**src/rtl/sprite_plotter.sv**
```systemverilog
// sprite_plotter: rectangle-sprite rasteriser feeding vga_adapter.
// On each start it snapshots every sprite channel, then erases last frame's
// rectangles with BG_COLOUR and draws the new ones, one pixel per clock.
// Ports:
//   CLOCK_50    system clock
//   reset       synchronous, active-high
//   start       frame request, honoured only when idle
//   spr_x/y     packed sprite origins, sprite i at [i*W +: W]
//   spr_w/h     packed sprite widths / heights
//   spr_colour  packed sprite colours
//   spr_en      sprite enables
//   x/y/colour  registered pixel bus
//   writeEn     plot strobe, high only on in-bounds pixel cycles
//   busy        high while a frame is in progress
//   done        one-cycle pulse at frame end
module sprite_plotter #(
  parameter int unsigned N_SPRITES = 2,
  parameter int unsigned X_W       = 8,
  parameter int unsigned Y_W       = 7,
  parameter int unsigned C_W       = 3,
  parameter int unsigned S_W       = 4,
  parameter int unsigned X_MAX     = 160,
  parameter int unsigned Y_MAX     = 120,
  parameter int unsigned BG_COLOUR = 0
) (
  input  logic                     CLOCK_50,
  input  logic                     reset,
  input  logic                     start,
  input  logic [N_SPRITES*X_W-1:0] spr_x,
  input  logic [N_SPRITES*Y_W-1:0] spr_y,
  input  logic [N_SPRITES*S_W-1:0] spr_w,
  input  logic [N_SPRITES*S_W-1:0] spr_h,
  input  logic [N_SPRITES*C_W-1:0] spr_colour,
  input  logic [N_SPRITES-1:0]     spr_en,
  output logic [X_W-1:0]           x,
  output logic [Y_W-1:0]           y,
  output logic [C_W-1:0]           colour,
  output logic                     writeEn,
  output logic                     busy,
  output logic                     done
);

  localparam int unsigned IdxW    = (N_SPRITES > 1) ? $clog2(N_SPRITES) : 1;
  localparam logic [IdxW-1:0] IdxLast = IdxW'(N_SPRITES - 1);
  localparam logic [S_W-1:0]  SOne    = S_W'(1);
  localparam logic [X_W:0]    XLim    = (X_W + 1)'(X_MAX);
  localparam logic [Y_W:0]    YLim    = (Y_W + 1)'(Y_MAX);
  localparam logic [C_W-1:0]  BgCol   = C_W'(BG_COLOUR);

  typedef enum logic [2:0] {StIdle, StLoad, StErase, StDraw, StDone} state_e;

  state_e state_q, state_d;

  // Sprite snapshots: "new" is this frame, "old" is what is currently on screen.
  logic [X_W-1:0] new_x   [N_SPRITES];
  logic [Y_W-1:0] new_y   [N_SPRITES];
  logic [S_W-1:0] new_w   [N_SPRITES];
  logic [S_W-1:0] new_h   [N_SPRITES];
  logic [C_W-1:0] new_col [N_SPRITES];
  logic           new_en  [N_SPRITES];
  logic [X_W-1:0] old_x   [N_SPRITES];
  logic [Y_W-1:0] old_y   [N_SPRITES];
  logic [S_W-1:0] old_w   [N_SPRITES];
  logic [S_W-1:0] old_h   [N_SPRITES];
  logic           old_en  [N_SPRITES];

  logic [IdxW-1:0] idx_q, idx_d;
  logic [S_W-1:0]  cx_q, cx_d, cy_q, cy_d;
  logic [X_W-1:0]  x_q, x_d;
  logic [Y_W-1:0]  y_q, y_d;
  logic [C_W-1:0]  colour_q, colour_d;
  logic            we_q, we_d;
  logic            busy_q, busy_d;
  logic            done_q, done_d;

  logic [X_W-1:0] cur_x;
  logic [Y_W-1:0] cur_y;
  logic [S_W-1:0] cur_w, cur_h;
  logic [C_W-1:0] cur_col;
  logic           cur_en;
  logic           skip, last_px, row_end;
  logic [X_W:0]   sum_x;
  logic [Y_W:0]   sum_y;

  // Snapshot handling: capture in LOAD, retire new->old in DONE.
  always_ff @(posedge CLOCK_50) begin
    if (reset) begin
      for (int i = 0; i < int'(N_SPRITES); i++) begin
        new_x[i]   <= '0;
        new_y[i]   <= '0;
        new_w[i]   <= '0;
        new_h[i]   <= '0;
        new_col[i] <= '0;
        new_en[i]  <= 1'b0;
        old_x[i]   <= '0;
        old_y[i]   <= '0;
        old_w[i]   <= '0;
        old_h[i]   <= '0;
        old_en[i]  <= 1'b0;
      end
    end else if (state_q == StLoad) begin
      for (int i = 0; i < int'(N_SPRITES); i++) begin
        new_x[i]   <= spr_x[i*X_W +: X_W];
        new_y[i]   <= spr_y[i*Y_W +: Y_W];
        new_w[i]   <= spr_w[i*S_W +: S_W];
        new_h[i]   <= spr_h[i*S_W +: S_W];
        new_col[i] <= spr_colour[i*C_W +: C_W];
        new_en[i]  <= spr_en[i];
      end
    end else if (state_q == StDone) begin
      for (int i = 0; i < int'(N_SPRITES); i++) begin
        old_x[i]  <= new_x[i];
        old_y[i]  <= new_y[i];
        old_w[i]  <= new_w[i];
        old_h[i]  <= new_h[i];
        old_en[i] <= new_en[i];
      end
    end
  end

  // Current sprite: old set with background colour while erasing, new set while drawing.
  always_comb begin
    if (state_q == StDraw) begin
      cur_x   = new_x[idx_q];
      cur_y   = new_y[idx_q];
      cur_w   = new_w[idx_q];
      cur_h   = new_h[idx_q];
      cur_en  = new_en[idx_q];
      cur_col = new_col[idx_q];
    end else begin
      cur_x   = old_x[idx_q];
      cur_y   = old_y[idx_q];
      cur_w   = old_w[idx_q];
      cur_h   = old_h[idx_q];
      cur_en  = old_en[idx_q];
      cur_col = BgCol;
    end
  end

  always_comb begin
    state_d  = state_q;
    idx_d    = idx_q;
    cx_d     = cx_q;
    cy_d     = cy_q;
    x_d      = x_q;
    y_d      = y_q;
    colour_d = colour_q;
    we_d     = 1'b0;
    busy_d   = 1'b0;
    done_d   = 1'b0;

    skip    = ~cur_en | (cur_w == '0) | (cur_h == '0);
    // One extra bit so off-screen pixels are detected rather than wrapped.
    sum_x   = (X_W + 1)'(cur_x) + (X_W + 1)'(cx_q);
    sum_y   = (Y_W + 1)'(cur_y) + (Y_W + 1)'(cy_q);
    row_end = (cx_q == cur_w - SOne);
    last_px = skip | (row_end & (cy_q == cur_h - SOne));

    unique case (state_q)
      StIdle: begin
        if (start) state_d = StLoad;
      end
      StLoad: begin
        busy_d  = 1'b1;
        idx_d   = '0;
        cx_d    = '0;
        cy_d    = '0;
        state_d = StErase;
      end
      StErase, StDraw: begin
        busy_d   = 1'b1;
        x_d      = sum_x[X_W-1:0];
        y_d      = sum_y[Y_W-1:0];
        colour_d = cur_col;
        we_d     = ~skip & (sum_x < XLim) & (sum_y < YLim);
        if (last_px) begin
          cx_d = '0;
          cy_d = '0;
          if (idx_q == IdxLast) begin
            idx_d   = '0;
            state_d = (state_q == StErase) ? StDraw : StDone;
          end else begin
            idx_d = idx_q + 1'b1;
          end
        end else if (row_end) begin
          cx_d = '0;
          cy_d = cy_q + SOne;
        end else begin
          cx_d = cx_q + SOne;
        end
      end
      StDone: begin
        done_d  = 1'b1;
        state_d = StIdle;
      end
      default: state_d = StIdle;
    endcase
  end

  always_ff @(posedge CLOCK_50) begin
    if (reset) begin
      state_q  <= StIdle;
      idx_q    <= '0;
      cx_q     <= '0;
      cy_q     <= '0;
      x_q      <= '0;
      y_q      <= '0;
      colour_q <= '0;
      we_q     <= 1'b0;
      busy_q   <= 1'b0;
      done_q   <= 1'b0;
    end else begin
      state_q  <= state_d;
      idx_q    <= idx_d;
      cx_q     <= cx_d;
      cy_q     <= cy_d;
      x_q      <= x_d;
      y_q      <= y_d;
      colour_q <= colour_d;
      we_q     <= we_d;
      busy_q   <= busy_d;
      done_q   <= done_d;
    end
  end

  assign x       = x_q;
  assign y       = y_q;
  assign colour  = colour_q;
  assign writeEn = we_q;
  assign busy    = busy_q;
  assign done    = done_q;

endmodule

```
**config.mk**
```make
export PLATFORM = sky130hd
export DESIGN_NAME = sprite_plotter
export DESIGN_NICKNAME = d
export VERILOG_FILES = /design/src/rtl/sprite_plotter.sv
export SDC_FILE = /design/constraint.sdc
export NUM_CORES = 1
export LEC_CHECK = 0
export ABC_CLOCK_PERIOD_IN_PS = 4300
export CAP_MARGIN = 20
export CORE_AREA = 2 2 124 126
export CTS_BUF_LIST = sky130_fd_sc_hd__clkbuf_4
export DETAILED_ROUTE_END_ITERATION = 8
export DIE_AREA = 0 0 126 128
export PLACE_DENSITY = 0.65
export SYNTH_ARGS = -nofsm -noshare
export SYNTH_HDL_FRONTEND = slang
export SYNTH_SLANG_ARGS = --single-unit
```
**constraint.sdc**
```tcl
create_clock -name CLOCK_50 -period 4.3 [get_ports CLOCK_50]
set_input_delay 0.86 -clock CLOCK_50 [delete_from_list [all_inputs] [get_ports CLOCK_50]]
set_output_delay 0.86 -clock CLOCK_50 [all_outputs]
set_load 0.01 [all_outputs]
```
==> metrics.yaml, run 1 <==
timing:
  setup_tns_ps: 0
  clock_skew_ps: 13.0
  final_hold_viol_count: 0
  finalMaxSlewViolations: 0
  worst_pin_slew_ps: 790
  setup_viol: 0
  slew_headroom_pct: 47.3
  max_freq_mhz: 297
  finalCriticalPeriod_ps: 3360
  rsz0062_at_grt: "false"
  fin_crit_sh_pct: 78.3
route:
  dr.pass1.iters: 4
  drc: 0
  dr.first_iter.drc_count: 264
  via_per_inst: 5.24
  drtAntennaViolNets: 0
  route.vias.total: 4153
  wl_per_cell_um: 16.3
  routed_wl_um: 12900
yosys:
  synth_nets: 590
  avgSynthCellArea_um2: 12.7
  synth_area_mm2: 0.00650
  seq_area_frac_synth_pct: 57.6
  synth_ff_type: "edfxtp_1"
  yosys_warnings: 0
  synthArstFlopShare_pct: 0
  ys_types: 48
  ys_ff_latch: 136
  synth_edf_count: 102
  syn_inst: 514
clock_tree:
  cts_tree: "done"
  cts_root_buf: "clkbuf_4"
  cts_buffer_depth: 2
  postCtsSetupRepairBufs: 0
  cts_resized: 0
  numCtsBuffers: 17
  cts_max_level: 4
  clk_pin_slew_worst_paths_ps: 110
  clkLatencyLatePin_ps: 540
  hold_buffers: 0
  clock_sinks: 136
power_and_ir_drop:
  p_leak_uw: 0.00283
  p_per_area_mw_per_mm2: 372
  ir_worst_vdd_uv: 139
critical_path:
  end_kind: "flop"
  path_cells: "nand3b_4 -> mux2i_1 -> mux2_2 -> ha_1 -> xnor2_1 -> xnor2_1 -> and4_1 -> o2bb2a_4 -> o31a_1 -> or4_1 -> a31oi_1"
  max_stage_delay_ps: 540
  slowest_stage: "dfxtp_1"
  critPathLaunchType: "flop"
  criticalPathCategory: "reg2reg"
  path_delay_family: "simple AND/OR/NAND/NOR gates"
  crit_buf_inv: 0
  crit_path_frequent_cell: "xnor2_1"
  crit_required_ps: 4770
  crit_fanout: 12
  worstPathArrival_ps: 3830
floorplan:
  floorplan.rows: 45
  die_w_um: 126
  core_region_area_mm2: 0.0149
  dieArea_mm2: 0.0161
  die_h_um: 128
  initial_utilization_pct: 43.7
  ios: 78
global_routing:
  grt_pass1_vias: 4122
  grtUsageTotal_pct: 17.0
  antenna_found_initial: 1
  grt_max_degree: 49
  grt_pass1_wl_um: 21200
  overflow: 0
cells_and_area:
  drive_gt1_share_pct: 11.8
  multi_input_area_mm2: 0.00257
  fillCellCount: 1337
  ff_latch_area_mm2: 0.00374
  final_cells: 793
  syn_to_final_growth_pct: 18.4
  final_util_pct: 51.8
  layout.nets: 668
worst_hold_path:
  hp-class: "reg2reg"
place:
  placedCellCount: 761
  io_buffer_count: 77
  routabilityCongestion: 0.798
  dp_hpwl_um: 9110
run_status:
  status: "finished, final reports clean"
job:
  maxCapViolations: 0
==> metal layers <==
metal | GRT usage, % | share of wire (%)
met1 | 22.1 | 44
met2 | 27.5 | 48
met3 | 4.26 | 6.8
met4 | 7.30 | 1.4
met5 | 0 | 0
==> layout make-up <==
cell class / instances / share of cell area, %
clock inverters: 11 / 1.09
diodes: 1 / 0.0325
clock buffers: 20 / 1.95
inverters: 15 / 0.731
repair buffers: 88 / 11.1
well taps: 188 / 3.05
flip-flops and latches: 136 / 48.6
multi-input cells: 334 / 33.4
==> stage by stage <==
stage | hold slack [ps] | area, um^2 | setup slack [ps] | power, uW
after floorplan | 476 | 6500 | 696 | 1970
after global placement | 445 | 7460 | 1110 | 2150
after detailed placement | 454 | 7460 | 996 | 2170
after CTS | 470 | 7700 | 955 | 2900
after global routing | 486 | 7700 | 703 | 3010
final | 468 | 7700 | 935 | 2860
==> tightest hold or removal path: cells and delay by family (launching register included) <==
kind	cells	cell delay, ps
DFF	1	330
and+or+nand+nor	1	50
AOI/OAI and AO/OA	1	50
==> layout by cell type (no fill, tap or decap), types with 5 or more instances in the layout <==
cell type / n
nor2_1: 18
nand2_1: 35
o21ai_0: 8
and2_1: 100
clkdlybuf4s50_1: 77
dfxtp_1: 33
inv_1: 15
a211oi_1: 11
nor3_1: 5
mux2i_1: 12
ha_1: 17
a31oi_1: 5
a21oi_1: 19
mux4_2: 21
xor2_1: 6
nand3_1: 17
nor2b_1: 5
edfxtp_1: 102
clkbuf_4: 20
xnor2_1: 14
buf_4: 11
==> sequential cells by signal (all words and copies together), names as in the netlist, 3 cells and up, named ones only <==
name	cells
x	8
old_y	14
new_x	16
old_w	8
cx_q	4
new_h	8
old_x	16
y	7
cy_q	4
state_q	3
new_col	6
new_y	14
old_h	8
new_w	8
colour	3
==> synth_stat cells, types with 2 or more instances <==
cell type | instances | share of area, %
edfxtp_1 | 102 | 47
and2_1 | 100 | 9.6
nand2_1 | 35 | 2.0
dfxtp_1 | 34 | 10
mux4_2 | 21 | 7.3
nor2_1 | 20 | 1.2
a21oi_1 | 19 | 1.5
clkbuf_1 | 19 | 1.1
ha_1 | 17 | 3.3
nand3_1 | 17 | 1.3
inv_1 | 15 | 0.87
xnor2_1 | 14 | 1.9
mux2i_1 | 12 | 1.8
a211oi_1 | 11 | 1.3
o21ai_0 | 8 | 0.62
xor2_1 | 6 | 0.81
a31oi_1 | 5 | 0.48
nor2b_1 | 5 | 0.48
nor3_1 | 5 | 0.38
nand2b_1 | 4 | 0.38
a21o_1 | 3 | 0.35
and3_1 | 3 | 0.29
buf_2 | 3 | 0.23
buf_4 | 3 | 0.35
a221oi_1 | 2 | 0.27
a311oi_1 | 2 | 0.27
buf_1 | 2 | 0.12
buf_6 | 2 | 0.35
fa_1 | 2 | 0.62
mux2_2 | 2 | 0.35
nand3b_1 | 2 | 0.23
o211ai_1 | 2 | 0.23
or4_1 | 2 | 0.23
==> kinds of logic after synthesis <==
| kind of cell | synth area share [%] |
|---|---|
| and+or+nand+nor | 17.1 |
| DFF | 57.6 |
| AOI/OAI and AO/OA | 6.23 |
| buffers and inverters | 3.00 |
| muxes | 9.47 |
| xor gates and xnor gates | 2.69 |
| adders and majority gates | 3.89 |
==> power breakdown <==
group / internal, uW / switching [uW] / leakage (uW)
combinational: 242 / 261 / 0.00136
clock: 292 / 437 / 0.000127
sequential: 1560 / 74.5 / 0.00134
==> path summary, 6_finish.rpt <==
check	start	to	slack, ps	cells after the start
setup / recovery	state_q[1]	state_q[0]	940	11
hold / removal	x[3]	x[3]	470	2
setup reg to reg	state_q[1]	state_q[0]	940	11
hold reg to reg	x[3]	x[3]	470	2
Note: power is estimated with default switching activity, not from simulation.
==> run 2, diff against run 1 <==
- ABC_CLOCK_PERIOD_IN_PS: 4300 -> 3050
- PLACE_DENSITY: 0.65 -> 0.68
- clock period: 4.3 -> 3.05 ns (I/O delays scaled with it)
==> metrics.yaml, run 2 (synthesis gave the netlist of run 1 again) <==
worst_hold_path:
  hp-class: "reg2reg"
  whs_path_depth: 2
floorplan:
  die_w_um: 126
  core_region_area_mm2: 0.0149
  die_h_um: 128
  dieArea_mm2: 0.0161
  floorplan.rows: 45
  initial_utilization_pct: 43.7
  ios: 78
critical_path:
  worstPathArrival_ps: 3450
  reg2reg_depth: 12
  criticalPathCategory: "reg2reg"
  crit_required_ps: 3470
  critPathLaunchType: "flop"
  end_kind: "flop"
  crit_fanout: 8
power_and_ir_drop:
  intPower_uw: 3030
  ir_worst_vdd_uv: 272
  switchingPower_uw: 1090
  p_per_area_mw_per_mm2: 520
  p_leak_uw: 0.00295
  clkPwrFrac_pct: 25.4
  p_comb_share_pct: 19.1
  p_sw_share_pct: 26.4
  seqPwrFrac_pct: 55.5
  power_uw: 4120
route:
  route.vias.total: 4264
  via_per_inst: 5.27
  dr.first_iter.drc_count: 219
  dr.pass1.iters: 4
  drtAntennaViolNets: 0
  routed_wl_um: 13000
  wl_per_cell_um: 16.1
  drc: 0
timing:
  final_hold_viol_count: 0
  finalMaxSlewViolations: 0
  fin_ws_ps: 22.7
  clock_skew_ps: 10.8
  finalCriticalPeriod_ps: 3030
  max_freq_mhz: 330
  fin_crit_sh_pct: 99.3
  slew_headroom_pct: 64.4
  rsz0062_at_grt: "true"
  worst_pin_slew_ps: 528
  setup_viol: 0
  setup_tns_ps: 0
place:
  routabilityCongestion: 0.855
  dp_hpwl_um: 9160
  placedCellCount: 769
  place_ws_ps: 41.5
  place_area_mm2: 0.00755
  io_buffer_count: 77
clock_tree:
  clk_pin_slew_worst_paths_ps: 110
  cts_root_buf: "clkbuf_4"
  cts_buffer_depth: 2
  clock_sinks: 136
  numCtsBuffers: 17
  cts_max_level: 4
  hold_buffers: 0
  clkLatencyLatePin_ps: 540
  cts_tree: "done"
global_routing:
  grt_pass1_wl_um: 20900
  antenna_found_initial: 1
  grtUsageTotal_pct: 16.9
  grt_max_degree: 41
  overflow: 0
  grt_pass1_vias: 4271
cells_and_area:
  final_common_cell: "edfxtp_1"
  design_area_mm2: 0.00792
  final_cell_mix: "edfxtp_1 (102), and2_1 (100), clkdlybuf4s50_1 (77)"
  layout.nets: 683
  reg.largest.list: "new_x: 16 flops, old_x: 16 flops"
  final_cells: 809
  fillCellCount: 1329
  drive_gt1_share_pct: 14.8
  syn_to_final_growth_pct: 21.7
job:
  maxCapViolations: 0
run_status:
  status: "finished, final reports clean"
## run 2: critical path, stage by stage (launching register included)
cell      delay, ps
dfxtp_2         330
nand3b_4        190
mux2i_1         150
mux2_4          290
ha_4            170
xnor2_2         120
xnor2_1         220
and4_1          230
o2bb2a_4        190
o31a_1          340
buf_4           180
o21ai_0         390
a21oi_4         100
## run 2: final timing paths
check	from	endpoint	slack, ps
max	state_q[2]	flop	20
min	x[2]	x[2]	460
max reg2reg	state_q[2]	flop	20
min reg2reg	x[2]	x[2]	460
## run 2: metal layers
metal	up-vias	routed length, um	GRT usage, %
li1	2035	-	-
met1	2063	5650	20.9
met2	146	6410	27.8
met3	20	682	4.34
met4	0	263	8.21
met5	-	0	0
## run 2: area by class of cell
type,count,area (um^2),share of cell area (%)
Antenna cell,1,2.50,0.0316
Sequential cell,136,3750,47.4
Clock inverter,8,58.8,0.743
Inverter,15,56.3,0.711
Timing Repair Buffer,103,1020,12.9
Tap cell,188,235,2.97
Multi-Input combinational cell,334,2610,33.0
Clock buffer,24,180,2.28
## run 2: timing repair
item / in CTS / in global routing
buffers inserted: 0 / 6
pin swaps: 0 / 5
gates cloned: 0 / 1
endpoints found under the setup margin: 3 / 7
resized for setup: 1 / 12
## run 2: through the flow
stage	hold slack (ps)	utilization, %
floorplan	476	-
global placement	444	50.8
detailed placement	452	50.8
CTS	467	52.4
global route	485	53.2
finish	461	53.2
## run 2: power by group through the flow
stage / clock (uW) / combinational [uW] / sequential [uW]
final: 1050 / 786 / 2290
after global routing: 1140 / 864 / 2310
after CTS: 1080 / 752 / 2290
after detailed placement: 0 / 748 / 2330
after global placement: 0 / 727 / 2330
after floorplan: 0 / 476 / 2300
